$ cat config.mk
export PLATFORM = sky130hd
export DESIGN_NAME = toy_bus_slv_endpoint
export DESIGN_NICKNAME = d
export VERILOG_FILES = /design/src/rtl/toy_bus_pkg.sv /design/src/rtl/toy_bus_id_fifo.sv /design/src/rtl/toy_bus_slv_endpoint.sv
export SDC_FILE = /design/constraint.sdc
export NUM_CORES = 1
export LEC_CHECK = 0
export CAP_MARGIN = 20
export CORE_ASPECT_RATIO = 2
export CORE_MARGIN = 2
export CORE_UTILIZATION = 35
export DETAILED_ROUTE_END_ITERATION = 8
export PLACE_DENSITY = 0.82
export SYNTH_ARGS = -nofsm -noshare
export SYNTH_HDL_FRONTEND = slang
export SYNTH_SLANG_ARGS = --single-unit
$ cat constraint.sdc
create_clock -name clk -period 2.9 [get_ports clk]
set_input_delay 0.29 -clock clk [delete_from_list [all_inputs] [get_ports clk]]
set_output_delay 0.29 -clock clk [all_outputs]
set_load 0.005 [all_outputs]
$ cat src/rtl/toy_bus_pkg.sv
// rtl/toy_bus_pkg.sv - shared widths, opcodes and node ids for the toy_bus network
package toy_bus_pkg;

  localparam int ID_W      = 4;
  localparam int ADDR_W    = 32;
  localparam int DATA_W    = 32;
  localparam int OST_DEPTH = 4;

  localparam logic OP_RD = 1'b0;
  localparam logic OP_WR = 1'b1;

  localparam logic [ID_W-1:0] NODE_ID_CORE0  = 4'd0;
  localparam logic [ID_W-1:0] NODE_ID_SLV_EP = 4'd2;

endpackage

$ cat src/rtl/toy_bus_id_fifo.sv
// rtl/toy_bus_id_fifo.sv - in-order tracker of outstanding {src_id, opcode} entries
module toy_bus_id_fifo #(
  parameter int W     = 5,
  parameter int DEPTH = 4
) (
  input  logic         clk,
  input  logic         rst_n,
  input  logic         push,
  input  logic [W-1:0] push_data,
  input  logic         pop,
  output logic [W-1:0] head,
  output logic         full,
  output logic         empty
);

  localparam int PW = $clog2(DEPTH);
  localparam int CW = PW + 1;

  logic [W-1:0]  mem [DEPTH];
  logic [PW-1:0] wr_ptr;
  logic [PW-1:0] rd_ptr;
  logic [CW-1:0] count;
  logic          do_push;
  logic          do_pop;

  assign full    = (count == CW'(DEPTH));
  assign empty   = (count == '0);
  assign do_push = push & ~full;
  assign do_pop  = pop & ~empty;
  assign head    = mem[rd_ptr];

  // Payload storage needs no reset: entries are only read once count says they are valid.
  always_ff @(posedge clk) begin
    if (do_push) mem[wr_ptr] <= push_data;
  end

  always_ff @(posedge clk or negedge rst_n) begin
    if (!rst_n) begin
      wr_ptr <= '0;
      rd_ptr <= '0;
      count  <= '0;
    end else begin
      if (do_push) wr_ptr <= wr_ptr + 1'b1;
      if (do_pop)  rd_ptr <= rd_ptr + 1'b1;
      case ({do_push, do_pop})
        2'b10:   count <= count + 1'b1;
        2'b01:   count <= count - 1'b1;
        default: count <= count;
      endcase
    end
  end

endmodule

$ cat src/rtl/toy_bus_slv_endpoint.sv
// rtl/toy_bus_slv_endpoint.sv - toy_bus target endpoint; TOY_BUS_EP_ERR_CHK_EN adds err_sticky/err_cnt
module toy_bus_slv_endpoint #(
  parameter int                NODE_ID_W = toy_bus_pkg::ID_W,
  parameter logic [NODE_ID_W-1:0] NODE_ID = toy_bus_pkg::NODE_ID_SLV_EP,
  parameter int                OST_DEPTH = toy_bus_pkg::OST_DEPTH,
  parameter int                ADDR_W    = toy_bus_pkg::ADDR_W,
  parameter int                DATA_W    = toy_bus_pkg::DATA_W,
  parameter int                ID_W      = NODE_ID_W
) (
  input  logic                clk,
  input  logic                rst_n,
  input  logic                in0_req_vld,
  output logic                in0_req_rdy,
  input  logic [ADDR_W-1:0]   in0_req_addr,
  input  logic [DATA_W-1:0]   in0_req_data,
  input  logic [DATA_W/8-1:0] in0_req_strb,
  input  logic                in0_req_opcode,
  input  logic [ID_W-1:0]     in0_req_src_id,
  input  logic [ID_W-1:0]     in0_req_tgt_id,
  output logic                in0_ack_vld,
  input  logic                in0_ack_rdy,
  output logic                in0_ack_opcode,
  output logic [DATA_W-1:0]   in0_ack_data,
  output logic [ID_W-1:0]     in0_ack_src_id,
  output logic [ID_W-1:0]     in0_ack_tgt_id,
  output logic                slv_req_vld,
  input  logic                slv_req_rdy,
  output logic [ADDR_W-1:0]   slv_req_addr,
  output logic [DATA_W-1:0]   slv_req_data,
  output logic [DATA_W/8-1:0] slv_req_strb,
  output logic                slv_req_opcode,
  input  logic                slv_ack_vld,
  output logic                slv_ack_rdy,
  input  logic [DATA_W-1:0]   slv_ack_data
`ifdef TOY_BUS_EP_ERR_CHK_EN
 ,output logic                err_sticky
 ,output logic [7:0]          err_cnt
`endif
);

  import toy_bus_pkg::*;

  logic          ost_full;
  logic          ost_empty;
  logic          push;
  logic          pop;
  logic [ID_W:0] head;

  assign slv_req_vld    = in0_req_vld & ~ost_full;
  assign in0_req_rdy    = slv_req_rdy & ~ost_full;
  assign slv_req_addr   = in0_req_addr;
  assign slv_req_data   = in0_req_data;
  assign slv_req_strb   = in0_req_strb;
  assign slv_req_opcode = in0_req_opcode;

  assign push        = slv_req_vld & slv_req_rdy;
  // A slave ack is taken only when it has an owner and the ack register can take it this cycle.
  assign slv_ack_rdy = ~ost_empty & (~in0_ack_vld | in0_ack_rdy);
  assign pop         = slv_ack_vld & slv_ack_rdy;

  toy_bus_id_fifo #(
    .W     (ID_W + 1),
    .DEPTH (OST_DEPTH)
  ) u_id_fifo (
    .clk       (clk),
    .rst_n     (rst_n),
    .push      (push),
    .push_data ({in0_req_src_id, in0_req_opcode}),
    .pop       (pop),
    .head      (head),
    .full      (ost_full),
    .empty     (ost_empty)
  );

  always_ff @(posedge clk or negedge rst_n) begin
    if (!rst_n) begin
      in0_ack_vld    <= 1'b0;
      in0_ack_opcode <= OP_RD;
      in0_ack_data   <= '0;
      in0_ack_src_id <= '0;
      in0_ack_tgt_id <= '0;
    end else if (pop) begin
      in0_ack_vld    <= 1'b1;
      in0_ack_opcode <= head[0];
      in0_ack_data   <= slv_ack_data;
      in0_ack_src_id <= NODE_ID;
      in0_ack_tgt_id <= head[ID_W:1];
    end else if (in0_ack_rdy) begin
      in0_ack_vld <= 1'b0;
    end
  end

`ifdef TOY_BUS_EP_ERR_CHK_EN
  logic       req_err;
  logic       ack_err;
  logic [8:0] cnt_sum;

  // Both event kinds can land in one cycle, so the counter may step by two.
  assign req_err = push & (in0_req_tgt_id != NODE_ID);
  assign ack_err = slv_ack_vld & ost_empty;
  assign cnt_sum = {1'b0, err_cnt} + {8'd0, req_err} + {8'd0, ack_err};

  always_ff @(posedge clk or negedge rst_n) begin
    if (!rst_n) begin
      err_sticky <= 1'b0;
      err_cnt    <= 8'd0;
    end else begin
      err_sticky <= err_sticky | req_err | ack_err;
      err_cnt    <= cnt_sum[8] ? 8'hFF : cnt_sum[7:0];
    end
  end
`else
  logic unused_tgt_id;
  assign unused_tgt_id = ^in0_req_tgt_id;
`endif

endmodule
==> flow_metrics.py, run 1 <==
metrics = {
    "critical_path": {
        "crit_type": "reg2reg",
        "cp_max_fo": 7,
        "cp-end-kind": "register",
        "critPathArrivalTime_ps": 2420,
        "required_ps": 3110,
        "critPathLaunchType": "register",
    },
    "synth": {
        "ys_top_cells_by_area": "dfrtp_1, edfxtp_1, buf_4",
        "synth_top_cell_area_share": 0.3651,
        "yosys_most_used_dff": "dfrtp_1",
        "ys_types": 24,
        "async_reset_ff_frac": 0.6970,
        "ys_seq_area_frac": 0.5556,
        "synth_top_cell_by_area": "dfrtp_1",
        "synthCells": 222,
        "synth_edf_count": 20,
        "yosysWarnings": 0,
        "synth.ff_latch_count": 66,
        "synth_area_per_cell_sq_um": 14.20,
        "syn_area_sq_um": 3153,
    },
    "layout": {
        "fillers": 793,
        "areaGrowthSynthToFinish_pct": 22.18,
        "diodes": 0,
        "layout.nets": 365,
        "drive_above_1_share": 0.2530,
        "stdcell_count": 351,
    },
    "power_and_ir_drop": {
        "clockPowerShare": 0.255,
        "p_sw_frac": 0.2608,
        "combPwrFrac": 0.344,
        "leakage_uw": 0.001526,
        "pwr-share-seq": 0.401,
        "powerDensity_nw_per_um2": 969.1,
        "ir_worst_vdd_mv": 0.2952,
        "p_int_uw": 2760,
        "netSwitchingPower_uw": 973.7,
    },
    "detailed_routing": {
        "vias": 1654,
        "drt_iter0_drc": 74,
        "wl_per_cell_um": 19.80,
        "first_pass_iters": 3,
        "drc": 0,
        "ant_nets": 0,
        "wl_um": 6949,
        "viasPerCell": 4.712,
    },
    "clock_network": {
        "cts_tree": "built",
        "htree_num_levels": 3,
        "clkTransAtPathRegs_ps": 50,
        "cts_hold_buf": 0,
        "cts_made_buffers": 9,
        "root_buffer": "clkbuf_16",
        "post_cts_buffers": 0,
        "cts_sinks": 66,
        "cts_buffer_depth": 2,
        "clock_latency_ps": 320,
        "cts_resized": 0,
    },
    "floorplan": {
        "row_count": 49,
        "die_h_um": 138.2,
        "die_x_um": 71.12,
        "io_pins": 229,
        "die-area_sq_um": 9830,
        "core_sq_um": 8890,
        "start_util": 0.3547,
    },
    "grt": {
        "grt_pass1_vias": 1759,
        "antenna_found_initial": 0,
        "grt.overflow.total": 0,
        "grt_max_degree": 47,
        "grtUsageTotal": 0.1443,
        "grt_pass1_wl_um": 10160,
    },
    "timing": {
        "setup_ws_ps": 680.2,
        "tightest_slew_ps": 511.7,
        "relSlewSlack": 0.6589,
        "timing.setup.tns_ps": 0,
        "slew_viol_final": 0,
        "finalHoldViolations": 0,
        "fmax_mhz": 450.5,
        "fin_crit_sh": 0.7655,
        "rsz0062_at_grt": "no",
        "finClkSkew_ps": 6.344,
        "finalSetupViolCount": 0,
        "finalCriticalPeriod_ps": 2220,
    },
    "run": {
        "maxCapViolCount": 0,
    },
    "placement": {
        "dp_slack_ps": 612.0,
        "hpwl_um": 5527,
        "dp.cells": 333,
        "place.gp.congestion": 0.7584,
        "port_buffers": 85,
    },
    "outcome": {
        "status": "complete, no violations",
    },
    "worst_hold_path": {
        "hold_path_class": "in2async",
    },
}
-- power by group through the flow --
stage                     registers, uW  clock network (uW)  logic (uW)
after detailed placement           1520                   0        1300
final                              1500                 953        1280
after global routing               1550                1030        1390
after global placement             1490                   0        1260
after CTS                          1510                 986        1310
after floorplan                    1480                   0         706
-- state kept, by name (all words and copies together), names as in the netlist --
signal            count
u_id_fifo.rd_ptr      2
u_id_fifo.count       3
in0_ack_opcode        1
in0_ack_vld           1
in0_ack_tgt_id        4
u_id_fifo.wr_ptr      2
u_id_fifo.mem        20
in0_ack_data         32
in0_ack_src_id        1
-- path summary, 6_finish.rpt --
| path | end | from | cells after the start | slack [ps] |
|---|---|---|---|---|
| setup reg to reg | u_id_fifo.count[1] | u_id_fifo.count[0] | 6 | 680 |
| min in group clk | in0_ack_src_id[1] | in0_ack_src_id[1] | 1 | 460 |
| max in group asynchronous | in0_ack_data[27] | rst_n | 3 | 2100 |
| hold / removal | in0_ack_opcode | rst_n | 2 | 340 |
| hold reg to reg | in0_ack_src_id[1] | in0_ack_src_id[1] | 1 | 460 |
| setup / recovery | u_id_fifo.count[1] | u_id_fifo.count[0] | 6 | 680 |
-- cell usage in the layout (no fill, tap or decap), types with 2 or more instances in the layout --
cell type / netlist / routed
edfxtp_1: 20 / 20
mux2_2: 38 / 38
dfrtp_1: 46 / 46
xnor2_1: 5 / 5
mux4_2: 5 / 5
ha_1: 5 / 5
clkinvlp_4: 0 / 2
conb_1: 1 / 3
clkinv_2: 0 / 2
and2_1: 7 / 7
clkbuf_16: 0 / 9
clkinv_4: 0 / 2
nand2b_1: 2 / 2
clkdlybuf4s50_1: 0 / 84
inv_1: 4 / 4
-- metrics by stage --
stage,instance area (sq um),utilization,hold slack (ps),total power [uW]
2_1_floorplan,3161,-,-5.591,2189
3_3_place_gp,3551,0.3994,450.8,2757
3_5_place_dp,3551,0.3994,451.3,2826
4_1_cts,3822,0.4300,196.2,3800
5_1_grt,3852,0.4334,340.3,3970
6_report,3852,0.4334,338.2,3733
-- worst max-delay path, stage by stage, from the launching register on --
cell	delay (ps)
dfrtp_1	420
or3b_1	410
and3_1	270
inv_1	90
ha_1	200
fa_1	430
mux2_2	270
-- kinds of logic after synthesis --
kind of cell	synth area share
mux	0.1762
buf+inv	0.1921
other cells	0.001189
xor+xnor	0.01667
flops	0.5556
fa+ha+maj	0.02619
simple gates	0.03214
-- cells in the mapped netlist, types with 2 or more instances --
library cell and number:
dfrtp_1 46, edfxtp_1 20, buf_4 76, mux2_2 38
and2_1 7, xnor2_1 5, ha_1 5, mux4_2 5
inv_1 4, nand2b_1 2
-- cell type report --
class	count	area, sq um	area share
repair buffers	88	883.3	0.2293
clock buffers	9	225.2	0.05846
clock inverters	7	46.29	0.01202
flip-flops and latches	66	1752	0.4547
multi-input cells	75	803.3	0.2085
well taps	102	127.6	0.03313
inverters	4	15.01	0.003897
-- metal layers --
metal | routed length [um] | track usage | part of all wire | vias to the layer above
met1 | 1712 | 0.1018 | 0.25 | 772
met2 | 3340 | 0.2233 | 0.48 | 101
met4 | 435 | 0.1132 | 0.063 | 0
li1 | - | - | - | 719
met5 | 0 | 0 | 0 | -
met3 | 1460 | 0.1348 | 0.21 | 62
(Power assumes the default switching activity.)
==> run 2, diff against run 1 <==
--- a/config.mk
+++ b/config.mk
@@ -8,9 +8,9 @@
 export CAP_MARGIN = 20
 export CORE_ASPECT_RATIO = 2
 export CORE_MARGIN = 2
-export CORE_UTILIZATION = 35
+export CORE_UTILIZATION = 31
 export DETAILED_ROUTE_END_ITERATION = 8
-export PLACE_DENSITY = 0.82
+export PLACE_DENSITY = 0.76
 export SYNTH_ARGS = -nofsm -noshare
 export SYNTH_HDL_FRONTEND = slang
 export SYNTH_SLANG_ARGS = --single-unit
==> constraint.sdc (replaced) <==
create_clock -name clk -period 1.8 [get_ports clk]
set_input_delay 0.18 -clock clk [delete_from_list [all_inputs] [get_ports clk]]
set_output_delay 0.18 -clock clk [all_outputs]
set_load 0.005 [all_outputs]
==> run 2 against run 1 <==
Net effect:
- the run now ends with negative setup slack left
- register-to-register slack worse by 830 ps
- utilization down 2.4 points
- clock skew down 0.84 ps
- via count up 2.7%
- fmax up 14%
- design area up 6.6%
- sequential share of layout area down 2.8 points
- worst hold slack better by 22 ps
- non-clock buffer count up 14
- setup slack worse by 830 ps
- total power up 82%
==> flow_metrics.py, run 2 (same netlist as run 1, synthesis figures left out) <==
metrics = {
    "power_and_ir_drop": {
        "leakage_uw": 0.001638,
        "ir_worst_vdd_mv": 0.5942,
        "powerDensity_nw_per_um2": 1650,
        "finalPower_uw": 6778,
    },
    "critical_path": {
        "path_buf_inv": 1,
        "r2r_cells": 6,
        "cp-end-kind": "register",
        "critPathArrivalTime_ps": 2150,
        "critPathSlowestCell": "fa_2",
        "critPathLaunchType": "register",
        "r2r-end": "u_id_fifo.count[1]",
        "crit_start": "u_id_fifo.count[0]",
        "crit_type": "reg2reg",
        "r2r-start": "u_id_fifo.count[0]",
        "slowest_delay_ps": 430,
        "crit_family": "simple AND/OR/NAND/NOR gates",
        "r2r_slack_ps": -150,
        "cp_max_fo": 3,
        "path_cells": "or3b_4, and3_4, inv_2, ha_4, fa_2, mux2_2",
        "required_ps": 2010,
    },
    "worst_hold_path": {
        "hold_path_class": "in2out",
        "whs_path_depth": 0,
        "hold_end": "slv_req_addr[19]",
        "hp-start": "in0_req_addr[19]",
    },
    "placement": {
        "port_buffers": 85,
        "place.gp.congestion": 0.7377,
        "hpwl_um": 4676,
    },
    "layout": {
        "largest-register": "in0_ack_data",
        "diodes": 0,
        "largest_register_ffs": 32,
        "final_common_cell": "clkdlybuf4s50_1",
        "areaGrowthSynthToFinish_pct": 30.24,
        "layout.nets": 379,
        "drive_above_1_share": 0.3308,
        "layout_common_cells": "clkdlybuf4s50_1, dfrtp_1, mux2_2",
        "reg_top3": "in0_ack_data (32), u_id_fifo.mem (20), in0_ack_tgt_id (4)",
    },
    "timing": {
        "whs_ps": 360.0,
        "rsz0062_at_grt": "yes",
        "finClkSkew_ps": 5.503,
        "tightest_slew_ps": 532.6,
        "relSlewSlack": 0.6450,
        "finalHoldViolations": 0,
        "slew_viol_final": 0,
        "fmax_mhz": 513.6,
        "finalCriticalPeriod_ps": 1947,
        "setup_ws_ps": -147.1,
        "finalSetupViolCount": 2,
        "fin_crit_sh": 1.082,
    },
    "detailed_routing": {
        "routed.top_layer": "met4",
        "viasPerCell": 4.266,
        "wl_um": 6085,
        "ant_nets": 0,
        "dr_wl_met2_um": 3410,
        "vias": 1698,
        "drc": 0,
        "wl_met1_um": 1739,
        "dr_wl_met3_um": 518,
        "first_pass_iters": 3,
        "wl_per_cell_um": 15.29,
        "drt_iter0_drc": 47,
    },
    "floorplan": {
        "die_h_um": 146.6,
        "start_util": 0.3147,
        "io_pins": 229,
        "die-area_sq_um": 11040,
        "row_count": 52,
        "core_sq_um": 10020,
        "die_x_um": 75.31,
    },
    "grt": {
        "grt.overflow.total": 0,
        "grtUsageTotal": 0.1146,
        "antenna_found_initial": 0,
        "grt_pass1_wl_um": 9114,
        "grt_pass1_vias": 1840,
        "grt_max_degree": 25,
    },
    "clock_network": {
        "clock_latency_ps": 320,
        "clkTransAtPathRegs_ps": 60,
        "cts_made_buffers": 9,
        "root_buffer": "clkbuf_16",
        "cts_buffer_depth": 2,
        "htree_num_levels": 3,
        "cts_sinks": 66,
        "cts_tree": "built",
    },
    "outcome": {
        "status": "finished, violations left",
        "violations": "negative setup slack",
    },
    "run": {
        "maxCapViolCount": 0,
    },
}
-- run 2: worst max-delay path by stage --
stage,to,slack [ps],cells after the start
6_report,u_id_fifo.count[1],-150,6
3_5_place_dp,u_id_fifo.count[1],-180,6
5_1_grt,u_id_fifo.count[1],-200,6
3_3_place_gp,u_id_fifo.count[1],-150,6
2_1_floorplan,u_id_fifo.count[1],-240,7
4_1_cts,u_id_fifo.count[1],-170,6
-- run 2: where the power goes --
part           internal [uW]  switching, uW  leakage, uW
registers               2090            324     0.000717
logic                   1580            697     0.000747
clock network           1490            600     0.000174
-- run 2: area by class of cell --
cell class	count	area, sq um
Clock inverter	6	128.9
Clock buffer	10	229.0
Timing Repair Buffer	102	964.7
Fill cell	964	5913
Tap cell	135	168.9
Multi-Input combinational cell	75	845.8
Inverter	4	17.52
Sequential cell	66	1752
-- run 2: what timing repair did --
item | CTS | global route
endpoints found under the hold margin | 22 | 0
hold buffers | 1 | 0
resized for setup | 10 | 4
buffers inserted | 1 | 0
gates cloned | 0 | 0
pin swaps | 2 | 0
endpoints found under the setup margin | 28 | 4
-- run 2: per-stage QoR --
step / utilization / TNS [ps] / cell area (sq um) / worst slack (ps) / cells
floorplan: - / -480.7 / 3194 / -244.1 / 224
global placement: 0.3720 / -834.8 / 3727 / -149.4 / 380
detailed placement: 0.3720 / -1054 / 3727 / -184.9 / 380
CTS: 0.4098 / -299.8 / 4106 / -173.8 / 398
global route: 0.4098 / -394.1 / 4106 / -198.8 / 398
finish: 0.4098 / -268.0 / 4106 / -147.1 / 398
-- run 2: metal layers --
metal  vias up  track usage
met4         0       0.1000
met2        90       0.2022
met5         -            0
met1       808      0.09422
li1        749            -
met3        51      0.03451
==> run 3, diff against run 2 <==
--- a/config.mk
+++ b/config.mk
@@ -10,6 +10,7 @@
 export CORE_MARGIN = 2
 export CORE_UTILIZATION = 31
 export DETAILED_ROUTE_END_ITERATION = 8
+export GPL_TIMING_DRIVEN = 0
 export PLACE_DENSITY = 0.76
 export SYNTH_ARGS = -nofsm -noshare
 export SYNTH_HDL_FRONTEND = slang
==> run 3 against run 2 <==
Net effect:
- clock skew increased by 2.4 ps
- global-route usage increased by 2.0 points
- count of clock-buffer cells in the layout increased by 1
- total power increased by 2.6%
- the run still ends with negative setup slack left
- sequential power decreased by 2%
- via count increased by 32%
- register-to-register slack got worse by 60 ps
- combinational power increased by 17%
- final cell count increased by 35%
- fmax decreased by 3.1%
- wire length increased by 20%
==> flow_metrics.py, run 3 (same netlist as run 1, synthesis figures left out) <==
metrics = {
    "layout": {
        "diodes": 0,
        "layout.nets": 520,
        "layout_common_cells": "clkdlybuf4s50_1, buf_4, dfrtp_1",
        "areaGrowthSynthToFinish_pct": 69.17,
        "final_area_sq_um": 5334,
        "final_common_cell": "clkdlybuf4s50_1",
        "largest-register": "in0_ack_data",
        "fillers": 905,
        "largest_register_ffs": 32,
        "post-route-util": 0.5323,
        "reg_top3": "in0_ack_data (32), u_id_fifo.mem (20), in0_ack_tgt_id (4)",
        "drive_above_1_share": 0.3861,
    },
    "critical_path": {
        "critPathArrivalTime_ps": 2240,
        "crit_type": "reg2reg",
        "required_ps": 2030,
        "cp-end-kind": "register",
        "critPathLaunchType": "register",
        "cp_max_fo": 3,
    },
    "power_and_ir_drop": {
        "leakage_uw": 0.002249,
        "ir_worst_vdd_mv": 0.5876,
        "powerDensity_nw_per_um2": 1304,
    },
    "worst_hold_path": {
        "hold_path_class": "in2async",
    },
    "timing": {
        "fin_crit_sh": 1.117,
        "finalHoldViolations": 0,
        "fmax_mhz": 497.5,
        "setup_ws_ps": -209.9,
        "slew_viol_final": 0,
        "whs_ps": 244.4,
        "rsz0062_at_grt": "yes",
        "finalCriticalPeriod_ps": 2010,
        "finClkSkew_ps": 7.944,
        "finalSetupViolCount": 2,
        "timing.setup.tns_ps": -395.4,
    },
    "placement": {
        "placed_area_sq_um": 4910,
        "place.gp.congestion": 0.8239,
        "dp_slack_ps": -423.2,
        "hpwl_um": 5968,
        "port_buffers": 153,
    },
    "clock_network": {
        "cts_buffer_depth": 2,
        "clkTransAtPathRegs_ps": 50,
        "clock_latency_ps": 320,
        "cts_tree": "built",
        "cts_sinks": 66,
        "root_buffer": "clkbuf_16",
        "htree_num_levels": 3,
        "cts_made_buffers": 9,
    },
    "floorplan": {
        "start_util": 0.3147,
        "die-area_sq_um": 11040,
        "core_sq_um": 10020,
        "row_count": 52,
        "io_pins": 229,
        "die_h_um": 146.6,
        "die_x_um": 75.31,
    },
    "outcome": {
        "violations": "negative setup slack",
        "status": "finished, violations left",
    },
    "detailed_routing": {
        "drt_iter0_drc": 41,
        "vias": 2248,
        "wl_per_cell_um": 13.52,
        "wl_um": 7287,
        "ant_nets": 0,
        "viasPerCell": 4.171,
        "first_pass_iters": 4,
        "drc": 0,
    },
    "grt": {
        "grtUsageTotal": 0.1343,
        "grt.overflow.total": 0,
        "antenna_found_initial": 0,
        "grt_pass1_vias": 2487,
        "grt_pass1_wl_um": 11080,
        "grt_max_degree": 40,
    },
    "run": {
        "maxCapViolCount": 0,
    },
}
-- run 3: through the flow --
stage	total power [uW]	std cells
6_report	6956	539
5_1_grt	7388	539
4_1_cts	7048	536
3_5_place_dp	4968	513
3_3_place_gp	4852	512
2_1_floorplan	3574	224
-- run 3: what timing repair did --
| action | 4_1_cts | 5_1_grt |
|---|---|---|
| resized for setup | 9 | 0 |
| endpoints found under the hold margin | 46 | 0 |
| pin swaps | 6 | 2 |
| setup buffers | 7 | 3 |
| hold buffers | 1 | 0 |
| endpoints found under the setup margin | 5 | 3 |
-- run 3: worst paths after layout --
check	startpoint	slack (ps)	depth (start not counted)	to
max in group asynchronous	rst_n	1070	3	u_id_fifo.count[0]
min reg2reg	in0_ack_src_id[1]	470	1	in0_ack_src_id[1]
min in group clk	slv_ack_data[17]	470	2	in0_ack_data[17]
max	u_id_fifo.count[0]	-210	9	u_id_fifo.count[2]
min	rst_n	240	2	in0_ack_tgt_id[0]
max reg2reg	u_id_fifo.count[0]	-210	9	u_id_fifo.count[2]
-- run 3: cell type report --
cell class	count	area (sq um)	area share
Timing Repair Buffer	165	1628	0.3052
Clock buffer	11	232.7	0.04363
Sequential cell	66	1753	0.3286
Clock inverter	5	102.6	0.01924
Multi-Input combinational cell	75	842.1	0.1579
Inverter	4	20.02	0.003753
Tap cell	135	168.9	0.03167
Buffer	78	586.8	0.1100
-- run 3: metal layers --
layer / track usage / vias up / part of all wire
li1: - / 1031 / -
met1: 0.1219 / 1055 / 0.32
met2: 0.2517 / 150 / 0.58
met5: 0 / - / 0
met4: 0.06579 / 0 / 0.023
met3: 0.03934 / 12 / 0.082
-- run 3: report_power, final --
group	leakage, uW	internal (uW)	total [uW]	switching [uW]
sequential	0.000716	2090	2350	253
clock	0.000160	1350	1940	593
combinational	0.00137	1830	2670	835
-- run 3: worst max-delay path, cell delays in order, from the launching register on --
cell,delay (ps)
dfrtp_2,410
or3_4,410
nand3_4,80
buf_8,110
inv_4,30
ha_4,150
fa_2,330
xnor2_1,120
nor2_1,110
xor2_1,170
